File: config.mk
export PLATFORM = sky130hd
export DESIGN_NAME = fifo_wr_arbiter
export DESIGN_NICKNAME = d
export VERILOG_FILES = /design/src/rtl/fifo_arb_pkg.sv /design/src/rtl/fifo_wr_arbiter_rr_pick.sv /design/src/rtl/fifo_wr_arbiter.sv
export SDC_FILE = /design/constraint.sdc
export NUM_CORES = 1
export LEC_CHECK = 0
export ABC_AREA = 1
export CORE_AREA = 2 2 120 122
export CTS_CLUSTER_SIZE = 28
export DETAILED_ROUTE_END_ITERATION = 8
export DIE_AREA = 0 0 122 124
export MAX_ROUTING_LAYER = met4
export SLEW_MARGIN = 20
export SYNTH_ARGS = -nofsm -noshare
export SYNTH_HDL_FRONTEND = slang
export SYNTH_SLANG_ARGS = --single-unit
File: constraint.sdc
create_clock -name clk -period 1.7 [get_ports clk]
set_input_delay 0.34 -clock clk [delete_from_list [all_inputs] [get_ports clk]]
set_output_delay 0.34 -clock clk [all_outputs]
set_load 0.02 [all_outputs]
File: src/rtl/fifo_arb_pkg.sv
// fifo_arb_pkg: shared types, constants and helpers for the FIFO write-port
// arbiter (fifo_wr_arbiter) and its round-robin picker (rr_arb_pick).
package fifo_arb_pkg;

   // Arbiter states: waiting for a requester, or a requester owns the port.
   typedef enum logic {
      IDLE  = 1'b0,
      BURST = 1'b1
   } arb_state_e;

   // Width of each per-requester accepted-beat statistics counter.
   localparam int STAT_W = 32;

   // Next index in circular order over n requesters (n-1 wraps to 0).
   function automatic int rr_next_idx(input int idx, input int n);
      return (idx + 1 >= n) ? 0 : idx + 1;
   endfunction

endpackage

File: src/rtl/fifo_wr_arbiter_rr_pick.sv
// rr_arb_pick: combinational round-robin picker. Returns the first requester
// after last_grant in circular order (last_grant+1, ..., wrapping), and
// whether any requester is asking at all.
module rr_arb_pick
   import fifo_arb_pkg::*;
#(
   parameter int N_REQ = 4,
   parameter int IDX_W = $clog2(N_REQ)
) (
   input  logic [N_REQ-1:0] req,
   input  logic [IDX_W-1:0] last_grant,
   output logic             any,
   output logic [IDX_W-1:0] idx
);

   // Walk the ring starting just after last_grant; the first requester found wins.
   always_comb begin
      logic             found;
      logic [IDX_W-1:0] cand;
      // NOTE: every variable gets a value before any branch, so no path leaves
      // one unassigned and no latch is inferred.
      any   = |req;
      idx   = '0;
      found = 1'b0;
      cand  = last_grant;
      for (int k = 0; k < N_REQ; k++) begin
         cand = IDX_W'(rr_next_idx(int'(cand), N_REQ));
         if (!found && req[cand]) begin
            idx   = cand;
            found = 1'b1;
         end
      end
   end

endmodule

File: src/rtl/fifo_wr_arbiter.sv
// fifo_wr_arbiter: shares the single write port of a FWFT FIFO between N_REQ
// stream requesters. Grants are round-robin and held until the winner sends a
// last beat or reaches MAX_BURST beats. Writes are never issued while the FIFO
// reports full.
// Optional feature: define FIFO_ARB_STATS_EN to build the per-requester
// accepted-beat counters; otherwise stat_beats reads 0 and stat_clr is ignored.
module fifo_wr_arbiter
   import fifo_arb_pkg::*;
#(
   parameter int N_REQ     = 4,
   parameter int DATA_W    = 32,
   parameter int MAX_BURST = 16
) (
   input  logic                       clk,
   input  logic                       rst_n,
   input  logic [N_REQ-1:0]           req_valid,
   input  logic [N_REQ*DATA_W-1:0]    req_data,
   input  logic [N_REQ-1:0]           req_last,
   output logic [N_REQ-1:0]           req_ready,
   output logic                       fifo_wr_en,
   output logic [DATA_W-1:0]          fifo_din,
   input  logic                       fifo_full,
   output logic                       grant_active,
   output logic [$clog2(N_REQ)-1:0]   grant_id,
   input  logic                       stat_clr,
   output logic [N_REQ*STAT_W-1:0]    stat_beats
);

   localparam int                IDX_W    = $clog2(N_REQ);
   localparam int                CNT_W    = $clog2(MAX_BURST + 1);
   localparam logic [CNT_W-1:0]  CNT_MAX  = CNT_W'(MAX_BURST);
   localparam logic [IDX_W-1:0]  LAST_RST = IDX_W'(N_REQ - 1);

   arb_state_e         state_q, state_d;
   logic [IDX_W-1:0]   grant_id_q, grant_id_d;
   logic [IDX_W-1:0]   last_grant_q, last_grant_d;
   logic [CNT_W-1:0]   cnt_q, cnt_d;

   logic               pick_any;
   logic [IDX_W-1:0]   pick_idx;
   logic [DATA_W-1:0]  data_arr [N_REQ];

   rr_arb_pick #(
      .N_REQ (N_REQ),
      .IDX_W (IDX_W)
   ) u_pick (
      .req        (req_valid),
      .last_grant (last_grant_q),
      .any        (pick_any),
      .idx        (pick_idx)
   );

   // Grantee's handshake and data mux; fifo_full gates ready and write directly.
   always_comb begin
      for (int i = 0; i < N_REQ; i++) begin
         data_arr[i] = req_data[i*DATA_W +: DATA_W];
      end
      req_ready  = '0;
      fifo_wr_en = 1'b0;
      fifo_din   = data_arr[grant_id_q];
      if (state_q == BURST && !fifo_full) begin
         req_ready[grant_id_q] = 1'b1;
         fifo_wr_en            = req_valid[grant_id_q];
      end
   end

   assign grant_active = (state_q == BURST);
   assign grant_id     = grant_id_q;

   // Arbitrate in IDLE; in BURST count accepted beats and release on last/MAX_BURST.
   always_comb begin
      state_d      = state_q;
      grant_id_d   = grant_id_q;
      last_grant_d = last_grant_q;
      cnt_d        = cnt_q;
      unique case (state_q)
         IDLE: begin
            if (pick_any) begin
               grant_id_d = pick_idx;
               cnt_d      = '0;
               state_d    = BURST;
            end
         end
         BURST: begin
            if (fifo_wr_en) begin
               cnt_d = cnt_q + CNT_W'(1);
               if (req_last[grant_id_q] || (cnt_q + CNT_W'(1)) == CNT_MAX) begin
                  last_grant_d = grant_id_q;
                  state_d      = IDLE;
               end
            end
         end
         default: state_d = IDLE;
      endcase
   end

   // Control registers with synchronous active-low reset; requester 0 wins first.
   always_ff @(posedge clk) begin
      // NOTE: state registers use non-blocking assignments so every flop
      // samples the pre-edge values, independent of statement order.
      if (!rst_n) begin
         state_q      <= IDLE;
         grant_id_q   <= '0;
         last_grant_q <= LAST_RST;
         cnt_q        <= '0;
      end else begin
         state_q      <= state_d;
         grant_id_q   <= grant_id_d;
         last_grant_q <= last_grant_d;
         cnt_q        <= cnt_d;
      end
   end

`ifdef FIFO_ARB_STATS_EN
   logic [STAT_W-1:0] stat_q [N_REQ];
   logic [STAT_W-1:0] stat_d [N_REQ];

   // Clear wins over a same-cycle increment; counters wrap at 2^STAT_W.
   always_comb begin
      stat_d = stat_q;
      if (stat_clr) begin
         for (int i = 0; i < N_REQ; i++) begin
            stat_d[i] = '0;
         end
      end else if (fifo_wr_en) begin
         stat_d[grant_id_q] = stat_q[grant_id_q] + STAT_W'(1);
      end
   end

   // Statistics counters.
   always_ff @(posedge clk) begin
      // NOTE: this array is a handful of counters built from flops, not a RAM,
      // so resetting every entry is cheap and keeps the outputs defined.
      if (!rst_n) begin
         for (int i = 0; i < N_REQ; i++) begin
            stat_q[i] <= '0;
         end
      end else begin
         stat_q <= stat_d;
      end
   end

   // Flatten the counters onto the output bus.
   always_comb begin
      stat_beats = '0;
      for (int i = 0; i < N_REQ; i++) begin
         stat_beats[i*STAT_W +: STAT_W] = stat_q[i];
      end
   end
`else
   logic stat_clr_unused;
   assign stat_clr_unused = stat_clr;
   assign stat_beats      = '0;
`endif

endmodule

==> impl_results.md <==
- Number of antenna violations at the first check in global routing: 0
- Gate count of the mapped netlist: 430
- I/O pin count: 308
- Wire length on met3: 730 µm
- Final setup violating endpoints: 22
- Avg Synthesized Cell Area: 6.16 µm²
- Final GP Congestion: 0.810
- Hold Path Class: flip-flop to flip-flop
- Largest buffer count on any clock path: 2
- Largest net degree at the start of global routing: 29
- Max-cap viol count: 0
- Final period demand of the worst path: 1.76 ns
- Leakage power summed over all cells: 0.00226 µW
- Setup TNS: -0.482 ns
- Number of unique standard cell types used by synthesis: 29
- Global-route wire length before repair: 14400 µm
- Clk Tree Root Cell: sky130_fd_sc_hd__clkbuf_16
- Category of the worst setup path capture point: primary output
- Fraction of final layout cells sized beyond drive strength 1: 24.2%
- Worst reg2reg startpoint: grant_id[1]
- Endpoints failing hold: 0
- # clock sinks: 10
- Overall die height: 124 µm
- Nets@finish: 773
- Worst setup margin: -0.0643 ns
- Clock slew at the register clock pins of the worst setup and hold paths: 0.04 ns
- Slowest cell on the critical path: sky130_fd_sc_hd__dfxtp_4
- Peak supply drop: 0.314 mV
- Vias: 3216
- Outcome: finished, violations left
- Violated checks: negative setup slack
- Routed vias/inst: 3.98
- Part of the cycle the worst path needs: 104%
- Inserted Clock Buffers: 3
- Routed wirelength normalized by instance count: 13.7 µm
- Hold Path Origin: cnt_q[4]
- Post-route design area: 4860 µm²
- Data required time of the critical path: 1.36 ns
- H-tree depth: 1
- Data arrival, critical path: 1.42 ns
- Worst Clk Skew: 0.00116 ns
- Post-synthesis instance area: 2650 µm²
- Residual DRC count: 0
- Max incr delay on CP: 0.36 ns
- Critical path cell sequence: inv_4, nand2_2, inv_4, clkbuf_16, a22oi_2, nand3_1, buf_2
- Count of standard-cell rows: 43
- Top routing layer used: met4
- Post-DP Area: 4420 µm²
- Floorplan Core Area: 13700 µm²
- Fin. max-slew vios: 0
- Relative area change from synthesis to final layout: 83.6%
- Startpoint of the worst setup timing path: grant_id[1]
- Critical Setup Path Class: flip-flop to primary output
- Cell with the most instances on the worst path: sky130_fd_sc_hd__inv_4
- FF+latch count, synth: 10
- Number of inserted diodes: 0
- Global routing usage summed across all routing layers: 12.6%
- Antenna Nets Post-Route: 0
- Grt ovf: 0
- Hold Crit Depth: 2
- Insertion delay of the later-clocked pin in the worst-skew pair: 0.23 ns
- Post-Route M1 WL: 4450 µm
- Sequential area share after synthesis: 7.55%
- Number of warning messages in the yosys log: 0
- Setup repair after global routing missed its margin: yes
- Number of buffers added to fix hold violations after cts: 0
- Pre-antenna DRT Iters: 4
- Count of input and output buffers: 178
- Area taken by flip-flops and latches: 208 µm²
- Overall routed net length: 11000 µm
- Horizontal die dimension: 122 µm
- Filler cell count in the final layout: 1478
- Effective utilization at floorplan: 19.3%
- Power density cells: 595 nW/µm²
- Worst r2r path cells: 11
- TritonCTS clock tree: built
- Drt initial violations: 74
- Max Fanout on Critical Path: 7
- Hpwl dp: 8490 µm
- Vias in the first global route: 2743
- Achievable frequency: 567 MHz
- Combined area of the multi-input logic cells: 2040 µm²
- Startpoint type of the worst setup path: flip-flop
- Wire length on met2: 5810 µm
- Overall die area: 15100 µm²
-- state kept, by name (all words and copies together) (netlist names) --
register / cells
grant_active: 1
last_grant_q: 2
cnt_q: 5
grant_id: 2
-- Yosys cell counts --
cell type / count / share of area [%]
sky130_fd_sc_hd__a211oi_1: 1 / 0.28
sky130_fd_sc_hd__xnor2_1: 1 / 0.33
sky130_fd_sc_hd__a41oi_1: 1 / 0.33
sky130_fd_sc_hd__buf_6: 1 / 0.42
sky130_fd_sc_hd__inv_2: 4 / 0.57
sky130_fd_sc_hd__a21oi_2: 1 / 0.33
sky130_fd_sc_hd__clkbuf_1: 16 / 2.3
sky130_fd_sc_hd__nor2_1: 13 / 1.8
sky130_fd_sc_hd__nand2_1: 56 / 7.9
sky130_fd_sc_hd__a21oi_1: 10 / 1.9
sky130_fd_sc_hd__xor2_1: 1 / 0.33
sky130_fd_sc_hd__conb_1: 1 / 0.14
sky130_fd_sc_hd__nand2_4: 1 / 0.42
sky130_fd_sc_hd__buf_2: 2 / 0.38
sky130_fd_sc_hd__nand2_2: 6 / 1.4
sky130_fd_sc_hd__buf_4: 129 / 37
sky130_fd_sc_hd__nor2_8: 1 / 0.76
sky130_fd_sc_hd__nor2_4: 1 / 0.42
sky130_fd_sc_hd__nor2_2: 4 / 0.94
sky130_fd_sc_hd__ha_1: 2 / 0.94
sky130_fd_sc_hd__o22ai_1: 2 / 0.47
sky130_fd_sc_hd__nand4_1: 2 / 0.47
sky130_fd_sc_hd__buf_1: 2 / 0.28
sky130_fd_sc_hd__dfxtp_1: 10 / 7.6
sky130_fd_sc_hd__nand3_1: 110 / 21
sky130_fd_sc_hd__a22oi_1: 31 / 8.8
sky130_fd_sc_hd__inv_1: 17 / 2.4
sky130_fd_sc_hd__o21ai_1: 1 / 0.19
sky130_fd_sc_hd__o21ai_0: 3 / 0.57
-- stage by stage --
stage / instances / utilization (%) / power [µW] / setup WS [ns] / hold WS (ns)
CTS: 809 / 33.2 / 2680 / -0.0773 / 0.481
global placement: 800 / 32.2 / 2230 / -0.500 / 0.451
floorplan: 557 / - / 1460 / -0.0147 / 0.424
finish: 809 / 35.5 / 2900 / -0.0643 / 0.480
detailed placement: 800 / 32.2 / 2230 / -0.506 / 0.476
global route: 809 / 35.5 / 3070 / -0.108 / 0.494
-- layer usage --
metal  vias up  track usage (%)
met5         -                -
met4         0             1.94
met3         4             1.19
met2       170             22.8
met1      1446             15.5
li1       1596                -
-- layout make-up --
type | instances | area share (%)
clock buffer | 3 | 1.54
inverter | 21 | 1.88
multi-input combinational | 376 | 41.9
sequential | 10 | 4.27
tap | 180 | 4.63
timing repair buffer | 219 | 45.8
-- worst paths after layout --
check | to | slack, ns
setup reg to reg | cnt_q[2] | 0.10
hold / removal | cnt_q[4] | 0.48
hold reg to reg | cnt_q[4] | 0.48
setup / recovery | fifo_din[13] | -0.06
-- what timing repair did --
action,CTS,global route
pin swaps,8,27
resized for setup,190,83
setup endpoints to repair,39,47
gates cloned,2,2
buffers inserted,4,0
-- cell families after synthesis --
group / Yosys count / share of synthesized area (%)
AOI/OAI and AO/OA: 50 / 12.8
xor gates and xnor gates: 2 / 0.661
adders and majority gates: 2 / 0.944
buffers and inverters: 171 / 42.9
DFF: 10 / 7.55
other: 1 / 0.142
and+or+nand+nor: 194 / 35.0
-- worst max-delay path, delay by kind of cell, from the launching register on --
| family | cells | cell delay [ns] |
|---|---|---|
| flip-flops | 1 | 0.36 |
| AO/OA/AOI/OAI | 1 | 0.17 |
| AND/OR/NAND/NOR | 2 | 0.19 |
| buffers and inverters | 4 | 0.46 |
-- cell usage in the layout, fill, tap and decap left out, types with 5 or more instances in the layout --
cell type and count:
sky130_fd_sc_hd__a21oi_1 10, sky130_fd_sc_hd__buf_6 29, sky130_fd_sc_hd__inv_1 12, sky130_fd_sc_hd__buf_4 30, sky130_fd_sc_hd__nand2_2 8, sky130_fd_sc_hd__nand3_1 97, sky130_fd_sc_hd__nor2_1 12, sky130_fd_sc_hd__dfxtp_1 8
sky130_fd_sc_hd__conb_1 128, sky130_fd_sc_hd__a22oi_2 25, sky130_fd_sc_hd__buf_2 9, sky130_fd_sc_hd__inv_2 5, sky130_fd_sc_hd__nand2_1 53, sky130_fd_sc_hd__buf_12 6, sky130_fd_sc_hd__a22oi_1 6, sky130_fd_sc_hd__clkdlybuf4s50_1 139
sky130_fd_sc_hd__clkbuf_16 5, sky130_fd_sc_hd__nand3_2 13
-- power by group --
group	leakage [µW]	internal, µW	switching (µW)
Clock	0.0000370	304	97.1
Sequential	0.0000828	248	12.7
Combinational	0.00214	1010	1220
Total	0.00226	1560	1330
Power figures use the tool's default switching activity.
